### config.mk
export PLATFORM = sky130hd
export DESIGN_NAME = dino_renderer_flat
export DESIGN_NICKNAME = d
export VERILOG_FILES = /design/src/rtl/dino_renderer_if.sv /design/src/rtl/dino_renderer.sv /design/src/flat_wrapper.sv
export SDC_FILE = /design/constraint.sdc
export NUM_CORES = 1
export LEC_CHECK = 0
export BUFFER_PORTS_ARGS = -buffer_cell sky130_fd_sc_hd__buf_2
export CAP_MARGIN = 10
export CORE_MARGIN = 5
export CORE_UTILIZATION = 30
export CTS_CLUSTER_SIZE = 20
export DETAILED_ROUTE_END_ITERATION = 10
export PLACE_DENSITY = 0.54
export SETUP_SLACK_MARGIN = 0.02
export SYNTH_ARGS = -nofsm -noshare
export SYNTH_HDL_FRONTEND = slang
export SYNTH_SLANG_ARGS = --single-unit
### constraint.sdc
create_clock -name lcd_pclk -period 3.1 [get_ports lcd_pclk]
set_input_delay 0.465 -clock lcd_pclk [delete_from_list [all_inputs] [get_ports lcd_pclk]]
set_output_delay 0.465 -clock lcd_pclk [all_outputs]
set_load 0.02 [all_outputs]
### src/rtl/dino_renderer_if.sv
// Pixel-request and game-status bundle between the LCD timing driver and the
// dino game renderer.
interface dino_renderer_if;
   logic [10:0] pixel_xpos;
   logic [10:0] pixel_ypos;
   logic [10:0] h_disp;
   logic [10:0] v_disp;
   logic        jump;
   logic [23:0] pixel_data;
   logic        game_over;
   logic [15:0] score;

   modport master (
      output pixel_xpos, pixel_ypos, h_disp, v_disp, jump,
      input  pixel_data, game_over, score
   );

   modport slave (
      input  pixel_xpos, pixel_ypos, h_disp, v_disp, jump,
      output pixel_data, game_over, score
   );
endinterface

### src/rtl/dino_renderer.sv
// Side-scrolling dino game: per-frame game state machine plus a one-cycle
// registered pixel colour lookup for the LCD driver.
module dino_renderer #(
   parameter logic [10:0] GROUND_Y      = 11'd200,
   parameter logic [10:0] DINO_X        = 11'd40,
   parameter int          DINO_W        = 20,
   parameter int          DINO_H        = 24,
   parameter int          CACTUS_W      = 12,
   parameter int          CACTUS_H      = 24,
   parameter logic [10:0] INIT_CACTUS_X = 11'd400,
   parameter int          SPEED         = 4,
   parameter int          JUMP_V0       = 12,
   parameter int          GRAVITY       = 1
) (
   input  logic             lcd_pclk,
   input  logic             rst_n,
   dino_renderer_if.slave   lcd
);

   typedef enum logic [1:0] {GROUND, AIR, OVER} state_t;

   localparam logic [11:0]        GY_C     = {1'b0, GROUND_Y};
   localparam logic [11:0]        DX_C     = {1'b0, DINO_X};
   localparam logic [11:0]        DW_C     = 12'(DINO_W);
   localparam logic [11:0]        DH_C     = 12'(DINO_H);
   localparam logic [11:0]        CW_C     = 12'(CACTUS_W);
   localparam logic [11:0]        CH_C     = 12'(CACTUS_H);
   localparam logic [7:0]         CH8_C    = 8'(CACTUS_H);
   localparam logic [10:0]        SPEED_C  = 11'(SPEED);
   localparam logic signed [6:0]  JUMP_C   = 7'(JUMP_V0);
   localparam logic signed [6:0]  GRAV_C   = 7'(GRAVITY);

   state_t             state_q;
   logic [7:0]         h_q;
   logic signed [6:0]  vel_q;
   logic [10:0]        cactus_x_q;
   logic [15:0]        score_q;
   logic               game_over_q;
   logic [23:0]        pixel_data_q, pixel_data_d;
   logic [1:0]         jump_sync_q;
   logic               jump_prev_q;
   logic               jump_req_q, jump_req_d;

   logic               jump_rise;
   logic               frame_tick;
   logic               collide;
   logic signed [9:0]  air_sum;
   logic [11:0]        sx, sy, h12, cx12;
   logic               in_dino, in_cactus;

   assign jump_rise  = jump_sync_q[1] & ~jump_prev_q;
   assign frame_tick = (lcd.pixel_xpos != 11'd0) && (lcd.pixel_xpos == lcd.h_disp)
                       && (lcd.pixel_ypos == lcd.v_disp);

   // A button edge landing on the tick cycle is kept for the following frame.
   always_comb begin
      jump_req_d = jump_req_q;
      if (frame_tick) jump_req_d = 1'b0;
      if (jump_rise)  jump_req_d = 1'b1;
   end

   always_ff @(posedge lcd_pclk or negedge rst_n) begin
      if (!rst_n) begin
         jump_sync_q <= 2'b00;
         jump_prev_q <= 1'b0;
         jump_req_q  <= 1'b0;
      end else begin
         jump_sync_q <= {jump_sync_q[0], lcd.jump};
         jump_prev_q <= jump_sync_q[1];
         jump_req_q  <= jump_req_d;
      end
   end

   assign h12     = {4'b0000, h_q};
   assign cx12    = {1'b0, cactus_x_q};
   assign collide = (cx12 < DX_C + DW_C) && (cx12 + CW_C > DX_C) && (h_q < CH8_C);
   assign air_sum = $signed({2'b00, h_q}) + $signed({{3{vel_q[6]}}, vel_q});

   always_ff @(posedge lcd_pclk or negedge rst_n) begin
      if (!rst_n) begin
         state_q     <= GROUND;
         h_q         <= 8'd0;
         vel_q       <= 7'sd0;
         cactus_x_q  <= INIT_CACTUS_X;
         score_q     <= 16'd0;
         game_over_q <= 1'b0;
      end else if (frame_tick) begin
         case (state_q)
            GROUND, AIR: begin
               if (collide) begin
                  state_q     <= OVER;
                  game_over_q <= 1'b1;
               end else begin
                  if (state_q == GROUND) begin
                     if (jump_req_q) begin
                        state_q <= AIR;
                        vel_q   <= JUMP_C;
                     end
                  end else if (air_sum <= 10'sd0) begin
                     h_q     <= 8'd0;
                     vel_q   <= 7'sd0;
                     state_q <= GROUND;
                  end else begin
                     h_q   <= air_sum[7:0];
                     vel_q <= vel_q - GRAV_C;
                  end
                  if (cactus_x_q < SPEED_C) begin
                     cactus_x_q <= lcd.h_disp - 11'd1;
                     if (score_q != 16'hFFFF) score_q <= score_q + 16'd1;
                  end else begin
                     cactus_x_q <= cactus_x_q - SPEED_C;
                  end
               end
            end
            OVER: begin
               if (jump_req_q) begin
                  state_q     <= GROUND;
                  h_q         <= 8'd0;
                  vel_q       <= 7'sd0;
                  cactus_x_q  <= INIT_CACTUS_X;
                  score_q     <= 16'd0;
                  game_over_q <= 1'b0;
               end
            end
            default: state_q <= GROUND;
         endcase
      end
   end

   // Screen coordinates are one less than the driver's 1-based request.
   assign sx = {1'b0, lcd.pixel_xpos} - 12'd1;
   assign sy = {1'b0, lcd.pixel_ypos} - 12'd1;

   assign in_dino   = (sx >= DX_C) && (sx < DX_C + DW_C)
                      && (sy >= GY_C - h12 - DH_C) && (sy < GY_C - h12);
   assign in_cactus = (sx >= cx12) && (sx < cx12 + CW_C)
                      && (sy >= GY_C - CH_C) && (sy < GY_C);

   always_comb begin
      pixel_data_d = 24'hFFFFFF;
      if (lcd.pixel_xpos == 11'd0 || lcd.pixel_ypos == 11'd0)
         pixel_data_d = 24'h000000;
      else if (in_dino)
         pixel_data_d = (state_q == OVER) ? 24'hFF0000 : 24'h535353;
      else if (in_cactus)
         pixel_data_d = 24'h2E7D32;
      else if (sy == GY_C)
         pixel_data_d = 24'h000000;
   end

   always_ff @(posedge lcd_pclk or negedge rst_n) begin
      if (!rst_n) pixel_data_q <= 24'h000000;
      else        pixel_data_q <= pixel_data_d;
   end

   assign lcd.pixel_data = pixel_data_q;
   assign lcd.game_over  = game_over_q;
   assign lcd.score      = score_q;

endmodule

### src/flat_wrapper.sv
// flat-port wrapper written by rule: the top's interface ports become plain ports
module dino_renderer_flat 
#(
   parameter logic [10:0] GROUND_Y      = 11'd200,
   parameter logic [10:0] DINO_X        = 11'd40,
   parameter int          DINO_W        = 20,
   parameter int          DINO_H        = 24,
   parameter int          CACTUS_W      = 12,
   parameter int          CACTUS_H      = 24,
   parameter logic [10:0] INIT_CACTUS_X = 11'd400,
   parameter int          SPEED         = 4,
   parameter int          JUMP_V0       = 12,
   parameter int          GRAVITY       = 1
)
  (lcd_pclk, rst_n, lcd_pixel_xpos, lcd_pixel_ypos, lcd_h_disp, lcd_v_disp, lcd_jump, lcd_pixel_data, lcd_game_over, lcd_score);
  dino_renderer_if lcd_i ();
  input  logic lcd_pclk;
  input  logic rst_n;
  input wire logic [$bits(lcd_i.pixel_xpos)-1:0] lcd_pixel_xpos;
  input wire logic [$bits(lcd_i.pixel_ypos)-1:0] lcd_pixel_ypos;
  input wire logic [$bits(lcd_i.h_disp)-1:0] lcd_h_disp;
  input wire logic [$bits(lcd_i.v_disp)-1:0] lcd_v_disp;
  input wire logic [$bits(lcd_i.jump)-1:0] lcd_jump;
  output wire logic [$bits(lcd_i.pixel_data)-1:0] lcd_pixel_data;
  output wire logic [$bits(lcd_i.game_over)-1:0] lcd_game_over;
  output wire logic [$bits(lcd_i.score)-1:0] lcd_score;
  assign lcd_i.pixel_xpos = lcd_pixel_xpos;
  assign lcd_i.pixel_ypos = lcd_pixel_ypos;
  assign lcd_i.h_disp = lcd_h_disp;
  assign lcd_i.v_disp = lcd_v_disp;
  assign lcd_i.jump = lcd_jump;
  assign lcd_pixel_data = lcd_i.pixel_data;
  assign lcd_game_over = lcd_i.game_over;
  assign lcd_score = lcd_i.score;
  dino_renderer #(.GROUND_Y(GROUND_Y), .DINO_X(DINO_X), .DINO_W(DINO_W), .DINO_H(DINO_H), .CACTUS_W(CACTUS_W), .CACTUS_H(CACTUS_H), .INIT_CACTUS_X(INIT_CACTUS_X), .SPEED(SPEED), .JUMP_V0(JUMP_V0), .GRAVITY(GRAVITY)) u_core (.lcd_pclk(lcd_pclk), .rst_n(rst_n), .lcd(lcd_i));
endmodule
* Word-level counts from Yosys, hierarchy flattened *
Cells that the tools add are included.

word-level totals
  bits in registers = 73
  memories kept = 0
  memory bits (read-only) = 0
  RAM bits = 0
  latch bits = 0

cells by class
  multiplexer cells = 36
  bitwise gates (word level) = 2
  divide/modulo/power cells = 0
  $add $sub $neg = 10
  multipliers = 0
  shift operators = 0
  magnitude comparators = 13
  equal/unequal tests = 15
  reduce and logical (&&, ||, !) cells = 24

operators by type and width
  cell                                                                 number
  two-way mux 24 bit                                                   5
  two-way mux 16 bit                                                   4
  two-way mux 7 bit                                                    5
  two-way mux 11 bit                                                   3
  two-way mux 8 bit                                                    4
  one-hot mux 16 bit (2 select lines)                                  1
  < comparator 12 bit                                                  2
  subtractor 11 x 1 -> 12 bit (second input constant)                  2
  == test 11 bit                                                       2
  zero test 11 bit                                                     2
  one-hot mux 11 bit (2 select lines)                                  1
  adder 16 x 1 -> 16 bit (second input constant)                       1
  != test 16 bit (second input constant)                               1
  one-hot mux 8 bit (2 select lines)                                   1
  one-hot mux 7 bit (2 select lines)                                   1
  adder 11 x 4 -> 12 bit (second input constant)                       1
  == test 12 x 8 -> 1 bit (second input constant)                      1
  greater-or-equal comparator 12 x 11 -> 1 bit                         1
  greater-or-equal comparator 12 bit                                   1
  greater-or-equal comparator 12 x 6 -> 1 bit (second input constant)  1
  greater-or-equal comparator 12 x 8 -> 1 bit (second input constant)  1
  greater-than comparator 12 x 6 -> 1 bit (second input constant)      1
  < comparator 12 x 6 -> 1 bit (second input constant)                 1
  < comparator 12 x 8 -> 1 bit (second input constant)                 1
  other kinds (32)                                                     56

* Depth between registers and ports, before layout *
Gate-level depths: netlist of run 1.

  depth after elaboration = 8
  gate-level depth with buffers = 16
  depth with buffers taken out = 16

* Least setup slack after synthesis of run 1 *
OpenSTA, ideal clock, no wires.

  path type = register -> register
  from = reg u_core.h_q[1]
  to = reg u_core.pixel_data_q[23], in the netlist u_core.lcd.pixel_data[23]
  stages on the path, launching flop included = 14
  setup slack = -0.159 ns
  arrival time = 3.138 ns
  library setup time = 0.121 ns
  period minus slack after synthesis = 3.259 ns
  cells stage by stage = dfrtp_1 > o31a_1 > or2_2 > ha_1 > nor3_1 > a21oi_1 > ha_1 > a2111oi_0 > o21ai_0 > a41oi_1 > o21bai_1 > o311ai_4 > o22ai_2 > nor2b_1

between the ends
  word-level cells in the longest chain between the ends = 7
  elaborated cells on any way between the ends = 8
  those cells by class = add/sub (2); order compare (2); mux (2); reduce/logical (2)

ends and longest elaborated chain
  what                                RTL line              text
  start, declared                     dino_renderer.sv:34   logic [7:0] h_q;
  start signal, assigned              dino_renderer.sv:104  h_q <= air_sum[7:0];
  subtractor 8 x 8 -> 9 bit (*)       dino_renderer.sv:135  && (sy >= GY_C - h12 - DH_C) && (sy < GY_C - h12);
  subtractor 12 x 5 -> 12 bit         dino_renderer.sv:135
  greater-or-equal comparator 12 bit  dino_renderer.sv:135
  logical AND 1 bit                   dino_renderer.sv:135
  logical AND 1 bit (*)               dino_renderer.sv:135
  two-way mux 24 bit (*)              dino_renderer.sv:143  else if (in_dino)
  two-way mux 24 bit (*)              dino_renderer.sv:141  if (lcd.pixel_xpos == 11'd0 || lcd.pixel_ypos == 11'd0)
  net u_core.pixel_data_d[23]         dino_renderer.sv:39   logic [23:0] pixel_data_q, pixel_data_d;
  end signal, assigned                dino_renderer.sv:153  else pixel_data_q <= pixel_data_d;
  end, declared                       dino_renderer.sv:39

The timed path passes the listed nets; every way through them passes the cells marked *.
A chain may end at the register's enable or synchronous reset.

* Final worst setup path of run 1 *
  from = reg u_core.h_q[0]
  to = reg u_core.pixel_data_q[23], in the netlist u_core.lcd.pixel_data[23]

The elaborated chain is that of the path after synthesis.

==> results of run 1 <==
-- worst max-delay path: stages, from the launching register on --
cell and delay [ns]:
dfrtp_2 0.44, o31a_1 0.33, buf_6 0.14, o31ai_4 0.19, xnor2_2 0.17, buf_4 0.16
a31oi_1 0.09, ha_2 0.21, a2111oi_4 0.37, o21ai_2 0.11, a41oi_2 0.19, o21bai_2 0.12
o311ai_4 0.12, o22ai_2 0.15, nor2b_1 0.16
-- state kept, by name, indices dropped and copies added, names as in the netlist --
name,count
u_core.h_q,8
u_core.cactus_x_q,11
u_core.lcd.game_over,1
u_core.jump_sync_q,2
u_core.vel_q,7
u_core.lcd.score,16
u_core.jump_req_q,1
u_core.state_q,2
u_core.jump_prev_q,1
u_core.lcd.pixel_data,8
-- metrics by stage --
step / hold WS, ns / instances
floorplan: 0.169 / 693
global placement: 0.337 / 1088
detailed placement: 0.345 / 1088
CTS: 0.254 / 1106
global route: 0.265 / 1109
finish: 0.263 / 1109
-- power groups by stage --
| stage | clock (W) | combinational (W) | sequential [W] |
|---|---|---|---|
| 2_1_floorplan | 0 | 0.000151 | 0.000761 |
| 3_3_place_gp | 0 | 0.000309 | 0.000761 |
| 3_5_place_dp | 0 | 0.000308 | 0.000761 |
| 4_1_cts | 0.00100 | 0.000314 | 0.000748 |
| 5_1_grt | 0.00103 | 0.000359 | 0.000748 |
| 6_report | 0.000974 | 0.000322 | 0.000748 |
-- what timing repair did --
item / CTS / global route
pin swaps: 17 / 17
resized for setup: 26 / 38
setup buffers: 3 / 4
endpoints found under the setup margin: 24 / 24
-- area by class of cell --
type	count	area [sq um]
Inverter	42	158
Timing Repair Buffer	209	1360
Multi-Input combinational cell	552	4190
Clock inverter	5	56.3
Clock buffer	10	239
Fill cell	1901	10900
Tap cell	234	293
Sequential cell	57	1430
-- metal layers --
| metal | share of wire | vias up | GRT usage |
|---|---|---|---|
| met1 | 0.46 | 2684 | 0.207 |
| met4 | 0.018 | 0 | 0.0391 |
| met2 | 0.49 | 104 | 0.262 |
| met3 | 0.034 | 23 | 0.0202 |
| li1 | - | 2875 | - |
| met5 | 0 | - | 0 |
-- cells by family after synthesis --
| family | count (synthesis) |
|---|---|
| simple gates | 235 |
| mux | 2 |
| flops | 57 |
| compound gates | 192 |
| buf+inv | 84 |
| xor+xnor | 63 |
| fa+ha+maj | 60 |
-- cell usage in the layout, fill, tap and decap left out, types with 10 or more instances in the layout --
cell type	netlist	routed
a21oi_1	31	29
a31oi_1	11	11
and3_1	14	14
buf_2	2	87
buf_4	16	120
dfrtp_1	54	51
ha_1	59	51
inv_1	42	39
nand2_1	47	46
nand3_1	18	17
nand4_1	10	10
nor2_1	52	50
nor3_1	25	23
nor4_1	11	10
o21ai_0	54	52
xnor2_1	41	37
xor2_1	22	21
-- worst paths after layout --
| check | endpoint | slack, ns | cells after the start |
|---|---|---|---|
| worst max-delay path | u_core.lcd.pixel_data[23]$_DFF_PN0_ | 0.02 | 14 |
| worst min-delay path | u_core.jump_sync_q[0]$_DFF_PN0_ | 0.26 | 1 |
| worst max register to register | u_core.lcd.pixel_data[23]$_DFF_PN0_ | 0.02 | 14 |
| worst min register to register | u_core.jump_sync_q[1]$_DFF_PN0_ | 0.36 | 0 |
| max in group asynchronous | u_core.h_q[3]$_DFFE_PN0P_ | 2.04 | 2 |
| min in group asynchronous | u_core.cactus_x_q[10]$_DFFE_PN0P_ | 0.33 | 1 |
==> flow_summary.yaml, run 1 <==
detailed_routing:
  drc: 0
  wire_per_inst_um: 15.1
  postRouteAntennaNets: 0
  drt_iter0_markers: 224
  wl_um: 16800
  via_count: 5686
  first_pass_iters: 5
  viasPerCell: 5.13
place:
  place_ws_ns: -0.345
  gp_congestion: 0.857
  dpl_cell_area_sq_um: 7080
  numPortBuffers: 87
  hpwl_um: 13400
worst_setup_path:
  arrival_ns: 3.29
  crit_fanout: 6
  crit_type: "reg2reg"
  cp-start-kind: "flip-flop"
  reg2reg_from: "u_core.h_q[0]$_DFFE_PN0P_"
  worstPathRequired_ns: 3.31
  setup.worst_path.start: "u_core.h_q[0]$_DFFE_PN0P_"
  setup.worst_path.end_class: "flip-flop"
global_routing:
  grt.overflow.total: 0
  antenna_found_initial: 0
  grt_max_degree: 46
  grt_pass1_vias: 5625
  grt_use_total: 0.154
  grt_pass1_wl_um: 27900
job:
  max-cap-violations: 0
power_and_ir_drop:
  internal_power_w: 0.00153
  p_sw_frac: 0.249
  power.density_nw_per_um2: 264
  p_total_w: 0.00204
  combPwrFrac: 0.158
  p_clk_frac: 0.476
  p_leak_nw: 3.43
  pwr-share-seq: 0.366
  ir_drop_mv: 0.186
  p_sw_w: 0.000510
floorplanning:
  core.rowCount: 50
  die_w_um: 147
  io_pins: 88
  core-area_sq_um: 18600
  start_util: 0.304
  fp.dieH_um: 147
  dieArea_sq_um: 21700
synth:
  synthFlopType: "dfrtp_1"
  muxShareOfSynthArea: 0.00354
  netlist_area_sq_um: 5660
  synth_nets: 800
  netlist_top_cells_area: "dfrtp_1 (24%), ha_1 (13%), xnor2_1 (6.3%)"
  yosys.area_share.simple: 0.217
  synth_top_area_cell: "dfrtp_1"
  synth_compound_area_frac: 0.228
  yosysTopAreaCellShare: 0.239
  yosysMostFrequentCell: "ha_1"
  synth_seq_cells: 57
  netlist_instances: 693
  synth_edf_count: 0
  ys_seq_area_frac: 0.253
  synthTopCellsByCount: "ha_1 (59), dfrtp_1 (54), o21ai_0 (54)"
  synth_warnings: 0
  avgSynthCellArea_sq_um: 8.17
  synth_xor_area_frac: 0.0975
  synth-adder-area-share: 0.134
  synth_top_family_by_area: "compound AO/OA/AOI/OAI gates"
  synthArstFlopShare: 1.00
  synth_cell_types: 67
clocking:
  cts.htree.levels: 3
  cts.sinks: 57
  cts_tree: "built"
  clock_tree.buffer_depth: 2
  cts-root-buf: "clkbuf_16"
  holdBufCountCts: 0
  cts_made_buffers: 9
  path_clk_slew_ns: 0.05
  clk_latency_ns: 0.33
finish:
  nets: 978
  diodes: 0
  final_util: 0.415
  design_area_sq_um: 7730
  drive_gt1_frac: 0.334
  syn_to_final_growth_pct: 36.6
run_status:
  outcome: "finished clean"
sta:
  fin_crit_sh: 0.994
  rsz0062_at_grt: "yes"
  finalSetupViolations: 0
  worstMarginPinSlew_ns: 1.05
  final_hold_viol_count: 0
  clock_skew_ns: 0.00882
  relSlewSlack: 0.302
  fin_setup_tns_ns: 0
  setup_ws_ns: 0.0194
  drv_slew: 0
  fin_crit_ns: 3.08
  clock.fmax_mhz: 325
hold_path:
  worstHoldPathType: "in2reg"
  hold_start: "lcd_jump"
Note: power is estimated with default switching activity, not from simulation.
==> run 2, diff against run 1 <==
--- a/config.mk
+++ b/config.mk
@@ -11,7 +11,7 @@
 export CORE_UTILIZATION = 30
 export CTS_CLUSTER_SIZE = 20
 export DETAILED_ROUTE_END_ITERATION = 10
-export PLACE_DENSITY = 0.54
+export PLACE_DENSITY = 0.53
 export SETUP_SLACK_MARGIN = 0.02
 export SYNTH_ARGS = -nofsm -noshare
 export SYNTH_HDL_FRONTEND = slang
==> constraint.sdc (replaced) <==
create_clock -name lcd_pclk -period 2.9 [get_ports lcd_pclk]
set_input_delay 0.435 -clock lcd_pclk [delete_from_list [all_inputs] [get_ports lcd_pclk]]
set_output_delay 0.435 -clock lcd_pclk [all_outputs]
set_load 0.02 [all_outputs]
==> run 2 against run 1 <==
Compared with the run above:
- the run now ends with setup timing left
- die area stayed put
- combinational power increased by 8.7%
- sequential power is 7.0% higher
- first-iteration DRC count is 47% higher
- total power grew 7.9%
- sequential share of layout area is 0.59 points lower
- critical path depth is 1 higher
- clock skew rose by 0.0017 ns
- flip-flop and latch count unchanged
- critical endpoint unchanged
- clock-buffer cell count up 1
- final cell count grew 1.9%
- via count is 1.3% higher
==> flow_summary.yaml, run 2 (synthesized netlist as in run 1, its figures left out) <==
worst_setup_path:
  crit_fanout: 7
  crit_chain: "buf_4, buf_4, nor4_4, or2_4, ha_4, nor3_4, a21oi_2, ha_4, a2111oi_4, o21ai_1, a41oi_2, o21bai_2, o311ai_4, o22ai_2, nor2b_1"
  slowest_delay_ns: 0.41
  setup.worst_path.end_class: "flip-flop"
  crit_path_top_delay_cell: "dfrtp_1"
  worstPathRequired_ns: 3.12
  cp-start-kind: "flip-flop"
  crit_type: "reg2reg"
  arrival_ns: 3.25
  path_buf_inv: 2
  path_delay_family: "compound AO/OA/AOI/OAI gates"
sta:
  rsz0062_at_grt: "yes"
  fin_crit_sh: 1.05
  fin_setup_tns_ns: -1.35
  drv_slew: 0
  final_hold_viol_count: 0
  worstMarginPinSlew_ns: 0.733
  fin_crit_ns: 3.04
  clock_skew_ns: 0.0105
  relSlewSlack: 0.507
  clock.fmax_mhz: 329
  setup_ws_ns: -0.137
  finalSetupViolations: 20
clocking:
  cts-root-buf: "clkbuf_16"
  path_clk_slew_ns: 0.06
  cts.sinks: 57
  cts.htree.levels: 3
  cts_tree: "built"
  clk_latency_ns: 0.33
  clock_tree.buffer_depth: 2
  cts_made_buffers: 9
job:
  max-cap-violations: 0
finish:
  largest_register_ffs: 16
  diodes: 0
  final_cell_mix: "buf_4 (137), buf_2 (88), dfrtp_1 (54), nor2_1 (52), ha_1 (49)"
  drive_gt1_frac: 0.347
  nets: 998
  syn_to_final_growth_pct: 40.7
  mostFrequentLayoutCell: "buf_4"
  nFillCells: 1892
  design_area_sq_um: 7970
run_status:
  outcome: "finished with violations"
  violations: "setup timing"
floorplanning:
  core.rowCount: 50
  io_pins: 88
  die_w_um: 147
  dieArea_sq_um: 21700
  start_util: 0.304
  core-area_sq_um: 18600
  fp.dieH_um: 147
detailed_routing:
  drc: 0
  wl_um: 17500
  via_count: 5758
  viasPerCell: 5.10
  postRouteAntennaNets: 0
  first_pass_iters: 5
  wire_per_inst_um: 15.5
  drt_iter0_markers: 329
global_routing:
  gr-usage-met2: 0.262
  grt_pass1_wl_um: 28600
  grt_use_total: 0.160
  met3_usage: 0.0331
  grt.busiest_layer: "met2"
  grt.overflow.total: 0
  antenna_found_initial: 0
  grt_use_met1: 0.217
  grt_max_degree: 53
  grt_pass1_vias: 5562
power_and_ir_drop:
  power.density_nw_per_um2: 277
  p_leak_nw: 3.58
  p_total_w: 0.00221
  ir_drop_mv: 0.231
place:
  place_ws_ns: -0.406
  numPortBuffers: 87
  hpwl_um: 13700
  gp_congestion: 0.849
  dpl_cell_area_sq_um: 7200
hold_path:
  worstHoldPathType: "in2reg"
==> run 2: changes by cell type in the layout (fill, tap and decap cells not counted), moves of 3 or more <==
cell,before,now
o21ai_0,52,45
buf_4,120,137
dfrtp_1,51,54
o21ai_1,3,9
dfrtp_2,3,0
ha_4,4,7
==> run 2: worst reg2reg max path: stages (launching register included) <==
cell and delay, ns:
dfrtp_1 0.41, buf_4 0.16, buf_4 0.14, nor4_4 0.25
or2_4 0.17, ha_4 0.15, nor3_4 0.05, a21oi_2 0.22
ha_4 0.24, a2111oi_4 0.27, o21ai_1 0.13, a41oi_2 0.18
o21bai_2 0.10, o311ai_4 0.12, o22ai_2 0.17, nor2b_1 0.16
==> run 2: stage by stage <==
| stage | utilization | hold WS (ns) | instances |
|---|---|---|---|
| 2_1_floorplan | - | 0.139 | 693 |
| 3_3_place_gp | 0.386 | 0.276 | 1100 |
| 3_5_place_dp | 0.386 | 0.272 | 1100 |
| 4_1_cts | 0.420 | 0.207 | 1127 |
| 5_1_grt | 0.427 | 0.209 | 1130 |
| 6_report | 0.427 | 0.223 | 1130 |
==> run 2: path summary, 6_finish.rpt <==
kind / startpoint / endpoint / slack, ns / cells after the start
worst max-delay path: u_core.h_q[0]$_DFFE_PN0P_ / u_core.lcd.pixel_data[23]$_DFF_PN0_ / -0.14 / 15
worst min-delay path: lcd_jump / u_core.jump_sync_q[0]$_DFF_PN0_ / 0.22 / 1
worst max register to register: u_core.h_q[0]$_DFFE_PN0P_ / u_core.lcd.pixel_data[23]$_DFF_PN0_ / -0.14 / 15
worst min register to register: u_core.jump_sync_q[0]$_DFF_PN0_ / u_core.jump_sync_q[1]$_DFF_PN0_ / 0.35 / 0
max in group asynchronous: rst_n / u_core.cactus_x_q[8]$_DFFE_PN1P_ / 1.85 / 3
min in group asynchronous: rst_n / u_core.lcd.pixel_data[15]$_DFF_PN0_ / 0.47 / 2
==> run 2: metal layers <==
metal,share of wire,vias to the layer above
li1,-,2922
met1,0.47,2702
met2,0.47,118
met3,0.047,16
met4,0.015,0
met5,0,-
==> run 2: what timing repair did <==
item,CTS,global route
hold buffers,1,0
resized for setup,45,28
endpoints found under the hold margin,5,0
pin swaps,33,11
cloned,1,0
setup endpoints to repair,24,24
setup buffers,10,3
==> run 2: area by class of cell <==
| cell class | instances | area [sq um] | area share |
|---|---|---|---|
| multi-input combinational | 552 | 4260 | 0.535 |
| timing repair buffer | 229 | 1530 | 0.192 |
| tap | 234 | 293 | 0.0367 |
| clock buffer | 11 | 243 | 0.0305 |
| inverter | 42 | 158 | 0.0198 |
| clock inverter | 5 | 55.1 | 0.00691 |
| sequential | 57 | 1430 | 0.179 |
==> run 2: report_power, final <==
part,internal [W],total [W],switching (W)
registers,0.000799,0.000800,0.000000866
clock network,0.000684,0.00106,0.000373
logic,0.000165,0.000350,0.000184
